File: config.mk
export PLATFORM = sky130hd
export DESIGN_NAME = secuenciador_selec_ddw
export DESIGN_NICKNAME = d
export VERILOG_FILES = /design/src/rtl/secuenciador_selec_ddw.sv
export SDC_FILE = /design/constraint.sdc
export NUM_CORES = 1
export LEC_CHECK = 0
export CORE_AREA = 2 2 67 69
export DETAILED_ROUTE_END_ITERATION = 10
export DIE_AREA = 0 0 69 71
export PLACE_DENSITY = 0.61
export RECOVER_POWER = 100
export SYNTH_ARGS = -nofsm -noshare
export SYNTH_HDL_FRONTEND = slang
export SYNTH_SLANG_ARGS = --single-unit
export TNS_END_PERCENT = 1
File: constraint.sdc
create_clock -name clk -period 2.4 [get_ports clk]
set_input_delay 0.36 -clock clk [delete_from_list [all_inputs] [get_ports clk]]
set_output_delay 0.36 -clock clk [all_outputs]
set_load 0.01 [all_outputs]
File: src/rtl/secuenciador_selec_ddw.sv
// Slot sequencer for the RTC data-block decoder: walks the init, read and write
// register slots and hands each one to the bus driver under a per-slot timeout.
module secuenciador_selec_ddw #(
   parameter int N_REFRESCO = 1000,
   parameter int T_ESPERA   = 255
) (
   input  logic       clk,
   input  logic       reset,
   input  logic       escribir,
   input  logic       fin_trans,
   output logic [3:0] Selec_Mux_DDw,
   output logic       inicio_trans,
   output logic       escritura,
   output logic       ocupado,
   output logic       fin_ciclo,
   output logic       error_to
);
   localparam int RW = $clog2(N_REFRESCO);
   localparam int EW = $clog2(T_ESPERA);
   localparam logic [RW-1:0] REF_FIN = RW'(N_REFRESCO - 1);
   localparam logic [RW-1:0] REF_UNO = RW'(1);
   localparam logic [EW-1:0] ESP_FIN = EW'(T_ESPERA - 1);
   localparam logic [EW-1:0] ESP_UNO = EW'(1);
   localparam logic [3:0] SEL_NINGUNO = 4'b1111;
   localparam logic [3:0] SEL_INIT    = 4'b0000;
   localparam logic [3:0] SEL_MODO    = 4'b0001;
   localparam logic [3:0] SEL_CMD     = 4'b0010;
   localparam logic [3:0] SEL_ULTIMO  = 4'b1000;

   typedef enum logic [1:0] {
      INI    = 2'd0,
      ESPERA = 2'd1,
      FIN    = 2'd2,
      REPOSO = 2'd3
   } estado_t;

   estado_t       estado_q, estado_d;
   logic [3:0]    selec_q, selec_d;
   logic          inicio_q, inicio_d;
   logic          escr_q, escr_d;
   logic          ocup_q, ocup_d;
   logic          fin_q, fin_d;
   logic          err_q, err_d;
   logic          pend_q, pend_d;
   logic [RW-1:0] ref_q, ref_d;
   logic [EW-1:0] esp_q, esp_d;
   logic          ultimo_s;
   logic          en_init_s;

   // The slot code itself tells which sequence is running and where it ends.
   assign ultimo_s  = (selec_q == SEL_MODO) || (selec_q == SEL_ULTIMO);
   assign en_init_s = (selec_q == SEL_INIT) || (selec_q == SEL_MODO);

   always_comb begin
      estado_d = estado_q;
      selec_d  = selec_q;
      inicio_d = 1'b0;
      escr_d   = escr_q;
      ocup_d   = ocup_q;
      fin_d    = 1'b0;
      err_d    = 1'b0;
      pend_d   = pend_q | escribir;
      ref_d    = '0;
      esp_d    = esp_q;
      case (estado_q)
         INI: begin
            estado_d = ESPERA;
            selec_d  = SEL_INIT;
            escr_d   = 1'b1;
            ocup_d   = 1'b1;
            inicio_d = 1'b1;
            esp_d    = '0;
         end
         ESPERA: begin
            if (fin_trans) begin
               esp_d = '0;
               if (ultimo_s) begin
                  estado_d = FIN;
                  selec_d  = SEL_NINGUNO;
                  escr_d   = 1'b0;
                  ocup_d   = 1'b0;
                  fin_d    = 1'b1;
               end else begin
                  selec_d  = selec_q + 4'd1;
                  inicio_d = 1'b1;
               end
            end else if (esp_q == ESP_FIN) begin
               // An init abort must retry from slot 0000 rather than idle.
               estado_d = en_init_s ? INI : REPOSO;
               selec_d  = SEL_NINGUNO;
               escr_d   = 1'b0;
               ocup_d   = 1'b0;
               err_d    = 1'b1;
               esp_d    = '0;
            end else begin
               esp_d = esp_q + ESP_UNO;
            end
         end
         FIN: begin
            estado_d = REPOSO;
         end
         REPOSO: begin
            if (pend_q) begin
               estado_d = ESPERA;
               selec_d  = SEL_CMD;
               escr_d   = 1'b1;
               ocup_d   = 1'b1;
               inicio_d = 1'b1;
               esp_d    = '0;
               pend_d   = 1'b0;
            end else if (ref_q == REF_FIN) begin
               estado_d = ESPERA;
               selec_d  = SEL_CMD;
               escr_d   = 1'b0;
               ocup_d   = 1'b1;
               inicio_d = 1'b1;
               esp_d    = '0;
            end else begin
               ref_d = ref_q + REF_UNO;
            end
         end
         default: begin
            estado_d = INI;
            selec_d  = SEL_NINGUNO;
            escr_d   = 1'b0;
            ocup_d   = 1'b0;
            esp_d    = '0;
         end
      endcase
   end

   // State, counters and every output are registered together.
   always_ff @(posedge clk) begin
      if (reset) begin
         estado_q <= INI;
         selec_q  <= SEL_NINGUNO;
         inicio_q <= 1'b0;
         escr_q   <= 1'b0;
         ocup_q   <= 1'b0;
         fin_q    <= 1'b0;
         err_q    <= 1'b0;
         pend_q   <= 1'b0;
         ref_q    <= '0;
         esp_q    <= '0;
      end else begin
         estado_q <= estado_d;
         selec_q  <= selec_d;
         inicio_q <= inicio_d;
         escr_q   <= escr_d;
         ocup_q   <= ocup_d;
         fin_q    <= fin_d;
         err_q    <= err_d;
         pend_q   <= pend_d;
         ref_q    <= ref_d;
         esp_q    <= esp_d;
      end
   end

   assign Selec_Mux_DDw = selec_q;
   assign inicio_trans  = inicio_q;
   assign escritura     = escr_q;
   assign ocupado       = ocup_q;
   assign fin_ciclo     = fin_q;
   assign error_to      = err_q;
endmodule

* Yosys cells after proc, flatten, opt, wreduce, memory -nomap -nowiden
Index checks and enable logic that the tools add are counted.
** Cells by class
- $add $sub $neg :: 3
- Equal/unequal tests :: 10
- Muxes and demuxes :: 36
- Bitwise logic cells :: 4
- Reductions and logical operators :: 12
** Operators by type and width (count)
- 8-bit 2-to-1 mux :: 4
- 8-bit case mux with 3 select lines :: 1
- 4-bit 2-to-1 mux :: 5
- 1-bit 2-to-1 mux :: 15
- 2-bit 2-to-1 mux :: 6
- 4-bit case mux with 3 select lines :: 1
- 10-bit by 1-bit adder with 10-bit output, second input constant :: 1
- 10-bit == test, second input constant :: 1
- 3-bit inequality test, second input constant :: 3
- 1-bit case mux with 3 select lines :: 3
- 8-bit by 1-bit adder with 8-bit output, second input constant :: 1
- 8-bit == test, second input constant :: 1
- 2-bit case mux with 4 select lines :: 1
- 3-bit AND reduction :: 2
- 3-bit OR reduction :: 2
- 4-bit by 1-bit adder with 4-bit output, second input constant :: 1
- 2-bit == test, second input constant :: 2
- 4-bit by 1-bit == test with 1-bit output, second input constant :: 1
- 4-bit == test, second input constant :: 1
- 4-bit zero test :: 1
- 4-bit AND reduction :: 1
- 4-bit OR reduction :: 1
- 1-bit inverter :: 3
- 3-bit nonzero test :: 1
- 5 further kinds :: 6
** Word-level totals
- Flip-flop bits (word level) :: 30
- Input port bits :: 4
- Word-level logic and storage cells :: 75

* Logic depth before layout (Yosys ltp)
Gate-level depths: netlist of the first run.
- Word-level depth :: 6
- Gate-level depth with buffers :: 7

* Worst setup path before layout of the first run
No wires, ideal clock.
- Path kind :: register to register
- Start point :: register esp_q[0]
- End point :: register esp_q[3]
- Library setup time :: 92 ps
- Arrival :: 1632 ps
- Path slack :: 675 ps
- Cell stages (with the launch flop) :: 8
- Cell sequence :: dfxtp_1 inv_1 ha_1 and3_1 clkbuf_1 a211oi_1 nand2_1 o32ai_1
** Between the ends
- Cells in the longest elaborated chain, start to end :: 4
- Elaborated cells on any way between the ends :: 5
** Ends and longest elaborated chain
- start: declaration :: RTL line 46 : logic [EW-1:0] esp_q, esp_d;
- start signal: assignment :: RTL line 155 : esp_q <= esp_d;
- 8-bit by 1-bit adder with 8-bit output / 8-bit == test (equally long branches) :: RTL line 96, 87
- 8-bit 2-to-1 mux (*) :: RTL line 87 : end else if (esp_q == ESP_FIN) begin
- 8-bit 2-to-1 mux (*) :: RTL line 75 : if (fin_trans) begin
- 8-bit case mux with 3 select lines (*) :: RTL line 65 : case (estado_q)
Every way passes the cells marked *; elsewhere a longest branch is shown, timed or not.
A chain may end at the register's enable or synchronous reset.

* Worst setup path after layout of the first run
- Start point :: register estado_q[0]
- End point :: register esp_q[6]
** Between the ends
- Cells in the longest elaborated chain, start to end :: 3
- Elaborated cells on any way between the ends :: 7
** Ends and longest elaborated chain
- start: declaration :: RTL line 37 : estado_t estado_q, estado_d;
- start signal: assignment :: RTL line 146 : estado_q <= estado_d;
- 2-bit == test, or another cell as far along :: RTL line 65
- 3-bit inequality test (no line) / 3-bit nonzero test (equally long branches)
- 2-bit AND reduction (no line)
Parallel ways exist; a longest one is shown, timed or not.

==> flow_metrics.py, run 1 <==
metrics = {
    "power_and_ir_drop": {
        "leakagePower_nw": 0.6915,
        "p_sw_share_pct": 35.71,
        "power_w": 0.001703,
        "seqPwrFrac_pct": 38.9,
        "clkPwrFrac_pct": 25.3,
        "p_switching_w": 0.0006081,
        "powerDensity_nw_per_um2": 909.2,
        "p_comb_share_pct": 35.8,
        "power.internal_w": 0.001095,
        "peakVddDrop_uv": 351.5,
    },
    "yosys": {
        "async_reset_ff_share_pct": 0,
        "ys_warn_count": 0,
        "synth_area_leaders": "dfxtp_1 37%, ha_1 7.7%, nor2_1 4.4%",
        "yosys.area.top_type_share_pct": 37.07,
        "yosysSeqAreaShare_pct": 37.07,
        "syn_nets": 202,
        "syn_inst": 188,
        "synth_most_common_cell": "dfxtp_1",
        "synth_edf_count": 0,
        "synth_area_leader_cell": "dfxtp_1",
        "ys_types": 44,
        "avgSynthCellArea_sq_um": 8.619,
        "synth_common_cells": "30 x dfxtp_1, 19 x nor2_1, 12 x nand2_1",
        "synthesis.area_sq_um": 1620,
        "ys_ff_latch": 30,
        "ys.flop_type": "dfxtp_1",
    },
    "routing": {
        "drc": 0,
        "dr.pass1.iters": 4,
        "drt_wl_total_mm": 3.358,
        "vias": 1365,
        "viasPerCell": 5.417,
        "drt-initial-drc-count": 75,
        "met3WireLength_um": 97,
        "met1_length_mm": 1.653,
        "antenna_left": 0,
        "routedWlPerCell_um": 13.33,
        "route.met2.wl_mm": 1.529,
        "dr.max_layer_used": "met4",
    },
    "clocking": {
        "clk_path_buf_depth": 2,
        "cts_resized": 0,
        "cts_sinks": 30,
        "cts_buffers": 5,
        "cts_setup_buffers": 0,
        "clockRootBuffer": "clkbuf_8",
        "path_clk_slew_ns": 0.07,
        "cts.htree.levels": 2,
        "worst_skew_pair.late_latency_ns": 0.29,
        "holdBufCountCts": 0,
        "cts_tree": "done",
    },
    "worst_setup_path": {
        "r2r_start": "estado_q[0]",
        "crit_required_ns": 2.59,
        "crit_family": "compound AO/OA/AOI/OAI gates",
        "criticalPathCategory": "flip-flop to flip-flop",
        "cp.buffers_inverters": 0,
        "critical-path-slowest-cell": "dfxtp_1",
        "cp_data_arrival_time_ns": 2.30,
        "worstSetupPathDepth": 5,
        "crit_path_max_fanout": 9,
        "reg2reg_to": "esp_q[6]",
        "worstSetupEndpointType": "flip-flop",
        "rr_worst_depth": 5,
        "r2r_slack_ns": 0.30,
        "cp_slowest_stage_delay_ns": 0.43,
        "cp_cell_sequence": "ha_1 -> nand2b_1 -> a211oi_1 -> nand2_1 -> o32ai_1",
        "start_kind": "flip-flop",
    },
    "sta": {
        "period_share_pct": 87.66,
        "hold_viol_final": 0,
        "rsz0062_at_grt": "no",
        "period_minus_slack_ns": 2.104,
        "max_freq_mhz": 475.3,
        "fin_skew_ns": 0.003602,
        "final_max_slew_viol_count": 0,
        "relSlewSlack_pct": 60.38,
        "tightest_slew_ns": 0.5943,
        "setup_violations": 0,
        "final.setup.tns_ns": 0,
    },
    "min_path": {
        "min_to": "ref_q[0]",
        "hp-class": "flip-flop to flip-flop",
        "hold_depth": 1,
        "hold_start": "ref_q[0]",
    },
    "floorplanning": {
        "io_pins": 13,
        "core_sq_um": 4204,
        "rows": 24,
        "die_h_um": 71,
        "initial_core_util_pct": 38.54,
        "die_x_um": 69,
        "die-area_sq_um": 4899,
    },
    "cells_and_area": {
        "drive_gt1_share_pct": 9.000,
        "n_antenna_cell": 0,
        "area_delta_synth_final_pct": 15.60,
        "nets": 213,
    },
    "global_routing": {
        "grt_pass1_vias": 1304,
        "gr-usage-all-layers_pct": 15.14,
        "grt_pass1_wl_mm": 5.851,
        "gr-total-overflow": 0,
        "grt_antenna_before_repair": 0,
        "grt_start_max_net_pins": 18,
    },
    "job": {
        "drv_cap": 0,
    },
    "placement": {
        "place_congestion": 0.8259,
        "dp.final_hpwl_mm": 2.329,
        "portBuffers": 12,
    },
    "run_status": {
        "status": "complete, no violations",
    },
}
-- cell families (layout without fill, tap and decap cells) --
kind of cell / Yosys count / after routing / synth area share (%)
AO/OA/AOI/OAI: 43 / 43 / 19.54
XOR/XNOR: 9 / 9 / 4.865
adder cells (fa/ha/maj): 10 / 10 / 7.722
buffers and inverters: 19 / 31 / 4.478
flip-flops: 30 / 30 / 37.07
multiplexers: 4 / 4 / 2.625
AND/OR/NAND/NOR: 73 / 73 / 23.71
-- routing by layer --
layer | global-route usage, % | vias to the layer above
li1 | - | 706
met1 | 17.82 | 633
met4 | 9.804 | 0
met2 | 24.79 | 20
met3 | 3.561 | 6
met5 | 0 | -
-- per-stage QoR --
stage	std cells	area [sq um]	hold WS [ns]	setup slack, ns	utilization, %
final	252	1873	0.4505	0.2961	44.55
after global routing	252	1873	0.5002	0.08539	44.55
after CTS	252	1873	0.4529	0.3359	44.55
after detailed placement	244	1778	0.4368	0.2440	42.29
after global placement	244	1778	0.4328	0.3287	42.29
after floorplan	188	1620	0.4176	0.6754	-
-- power by group through the flow --
stage	logic, W	clock network [W]	registers [W]
after CTS	0.000634	0.000449	0.000665
after detailed placement	0.000630	0	0.000676
after global routing	0.000687	0.000468	0.000677
after global placement	0.000628	0	0.000677
final	0.000610	0.000431	0.000662
after floorplan	0.000424	0	0.000669
-- cells in the final DEF, fill, tap and decap left out, drive strengths merged, types with 6 or more instances in the layout --
| master | n |
|---|---|
| a211oi | 9 |
| and3 | 6 |
| clkbuf | 6 |
| dfxtp | 30 |
| dlygate4sd3 | 10 |
| ha | 10 |
| inv | 9 |
| nand2 | 12 |
| nand3 | 6 |
| nor2 | 19 |
| nor3 | 6 |
| o21ai | 7 |
| xnor2 | 8 |
-- worst register-to-register path, delay by kind of cell (launching register included) --
family,cells,cell delay (ns)
compound gates,2,0.76
fa+ha+maj,1,0.37
simple gates,2,0.45
flops,1,0.43
-- area by class of cell --
class / instances / area [sq um]
fill: 428 / 2331
multi-input combinational: 139 / 947.2
sequential: 30 / 600.6
timing repair buffer: 13 / 127.6
clock buffer: 6 / 82.58
tap: 52 / 65.06
inverter: 10 / 37.54
clock inverter: 2 / 12.51
-- registers in the layout (all words and copies together), names as in the netlist --
name / count
pend_q: 1
inicio_trans: 1
ref_q: 10
ocupado: 1
estado_q: 2
esp_q: 8
escritura: 1
fin_ciclo: 1
error_to: 1
Selec_Mux_DDw: 4
-- worst max-delay path by stage --
stage	endpoint	slack [ns]	from
global route	esp_q[3]	0.09	estado_q[0]
floorplan	esp_q[3]	0.68	esp_q[0]
detailed placement	esp_q[6]	0.24	fin_trans
global placement	esp_q[6]	0.33	fin_trans
CTS	esp_q[6]	0.34	estado_q[0]
finish	esp_q[6]	0.30	estado_q[0]
(Power assumes the default switching activity.)
==> inputs of run 2 (changes only) <==
- GPL_TIMING_DRIVEN: default -> 0
==> run 2 against run 1 <==
Global-route usage grew 0.21 points. Combinational power grew 4.9%. Clock power shrank 3%. Power barely moved. Worst setup slack improved by 0.027 ns. Routed wire length is 3.6% higher. Non-clock buffer count up 8. Critical endpoint is now esp_q[3]. Highest routed layer unchanged.
==> flow_metrics.py, run 2 (same netlist as run 1, synthesis figures left out) <==
metrics = {
    "run_status": {
        "status": "complete, no violations",
    },
    "placement": {
        "place_congestion": 0.7483,
        "dp.final_hpwl_mm": 2.449,
        "portBuffers": 12,
        "place_area_sq_um": 1805,
    },
    "clocking": {
        "cts_sinks": 30,
        "clockRootBuffer": "clkbuf_8",
        "cts_setup_buffers": 0,
        "clk_path_buf_depth": 2,
        "cts.htree.levels": 2,
        "cts_resized": 0,
        "cts_tree": "done",
        "path_clk_slew_ns": 0.06,
        "worst_skew_pair.late_latency_ns": 0.28,
        "holdBufCountCts": 0,
        "cts_buffers": 5,
    },
    "sta": {
        "relSlewSlack_pct": 66.04,
        "fin_skew_ns": 0.005025,
        "hold_viol_final": 0,
        "rsz0062_at_grt": "no",
        "tightest_slew_ns": 0.5094,
        "period_minus_slack_ns": 2.077,
        "max_freq_mhz": 481.6,
        "final.setup.tns_ns": 0,
        "setup_violations": 0,
        "final_max_slew_viol_count": 0,
        "period_share_pct": 86.52,
    },
    "cells_and_area": {
        "final_area_sq_um": 1897,
        "final_common_cell": "dfxtp_1",
        "nFillCells": 444,
        "top_register": "ref_q",
        "final_cell_mix": "30 x dfxtp_1, 19 x nor2_1, 12 x nand2_1",
        "drive_gt1_share_pct": 8.173,
        "area_delta_synth_final_pct": 17.07,
        "largest_reg_flops": 10,
        "n_antenna_cell": 0,
        "nets": 221,
    },
    "worst_setup_path": {
        "crit_path_max_fanout": 9,
        "r2r_slack_ns": 0.32,
        "reg2reg_to": "esp_q[3]",
        "cp_data_arrival_time_ns": 2.27,
        "start_kind": "flip-flop",
        "rr_worst_depth": 5,
        "crit_required_ns": 2.59,
        "criticalPathCategory": "flip-flop to flip-flop",
        "worstSetupEndpointType": "flip-flop",
        "r2r_start": "estado_q[0]",
    },
    "min_path": {
        "hp-class": "flip-flop to flip-flop",
        "min_to": "ref_q[0]",
        "hold_depth": 1,
        "hold_start": "ref_q[0]",
    },
    "floorplanning": {
        "initial_core_util_pct": 38.54,
        "die_h_um": 71,
        "die-area_sq_um": 4899,
        "rows": 24,
        "die_x_um": 69,
        "core_sq_um": 4204,
        "io_pins": 13,
    },
    "routing": {
        "dr.pass1.iters": 4,
        "drt-initial-drc-count": 92,
        "antenna_left": 0,
        "drt_wl_total_mm": 3.479,
        "viasPerCell": 5.323,
        "vias": 1384,
        "drc": 0,
        "routedWlPerCell_um": 13.38,
    },
    "power_and_ir_drop": {
        "powerDensity_nw_per_um2": 898.6,
        "peakVddDrop_uv": 340.9,
        "leakagePower_nw": 0.7028,
    },
    "job": {
        "drv_cap": 0,
    },
    "global_routing": {
        "grt_antenna_before_repair": 0,
        "grt_pass1_vias": 1318,
        "grt_start_max_net_pins": 11,
        "gr-total-overflow": 0,
        "gr-usage-all-layers_pct": 15.35,
        "grt_pass1_wl_mm": 6.113,
    },
}
[run 2: report_power, final]
group	leakage, nW	internal [W]	switching (W)
clock network	0.0482	0.000231	0.000187
logic	0.410	0.000296	0.000344
registers	0.245	0.000573	0.0000733
total	0.703	0.00110	0.000605
[run 2: worst max-delay path: stages, from the launching register on]
cell and delay [ns]:
dfxtp_1 0.43, ha_1 0.38, nand2b_1 0.24, a211oi_1 0.40, nand2_1 0.23, o32ai_1 0.30
[run 2: per-stage QoR]
stage | hold slack [ns] | instances | worst slack, ns | total power, W | utilization [%]
after CTS | 0.4546 | 260 | 0.3350 | 0.001741 | 45.12
after detailed placement | 0.4393 | 252 | 0.2203 | 0.001314 | 42.95
final | 0.4504 | 260 | 0.3235 | 0.001704 | 45.12
after global routing | 0.5154 | 260 | 0.1743 | 0.001826 | 45.12
after global placement | 0.4340 | 252 | 0.1826 | 0.001316 | 42.95
after floorplan | 0.4176 | 188 | 0.6754 | 0.001094 | -
[run 2: worst max-delay path by stage]
stage	start	to	slack, ns	depth (start not counted)
detailed placement	fin_trans	esp_q[3]	0.22	5
CTS	estado_q[0]	esp_q[3]	0.34	5
global route	estado_q[0]	esp_q[5]	0.17	5
global placement	fin_trans	esp_q[3]	0.18	5
floorplan	esp_q[0]	esp_q[3]	0.68	7
finish	estado_q[0]	esp_q[3]	0.32	5
[run 2: cell type report]
class                           count  area, sq um  share of cell area (%)
Timing Repair Buffer               12        120.1                   6.332
Buffer                              9        35.03                   1.847
Clock buffer                        7        86.33                   4.551
Tap cell                           52        65.06                   3.430
Clock inverter                      1        5.005                  0.2639
Inverter                           10        37.54                   1.979
Multi-Input combinational cell    139        947.2                   49.93
Sequential cell                    30        600.6                   31.66
[run 2: metal layers]
metal / vias up / GRT usage [%] / share of wire (%)
met4: 0 / 5.882 / 0.75
met5: - / 0 / 0
met1: 643 / 19.39 / 49
met2: 19 / 25.32 / 47
met3: 2 / 3.846 / 3.3
li1: 720 / - / -
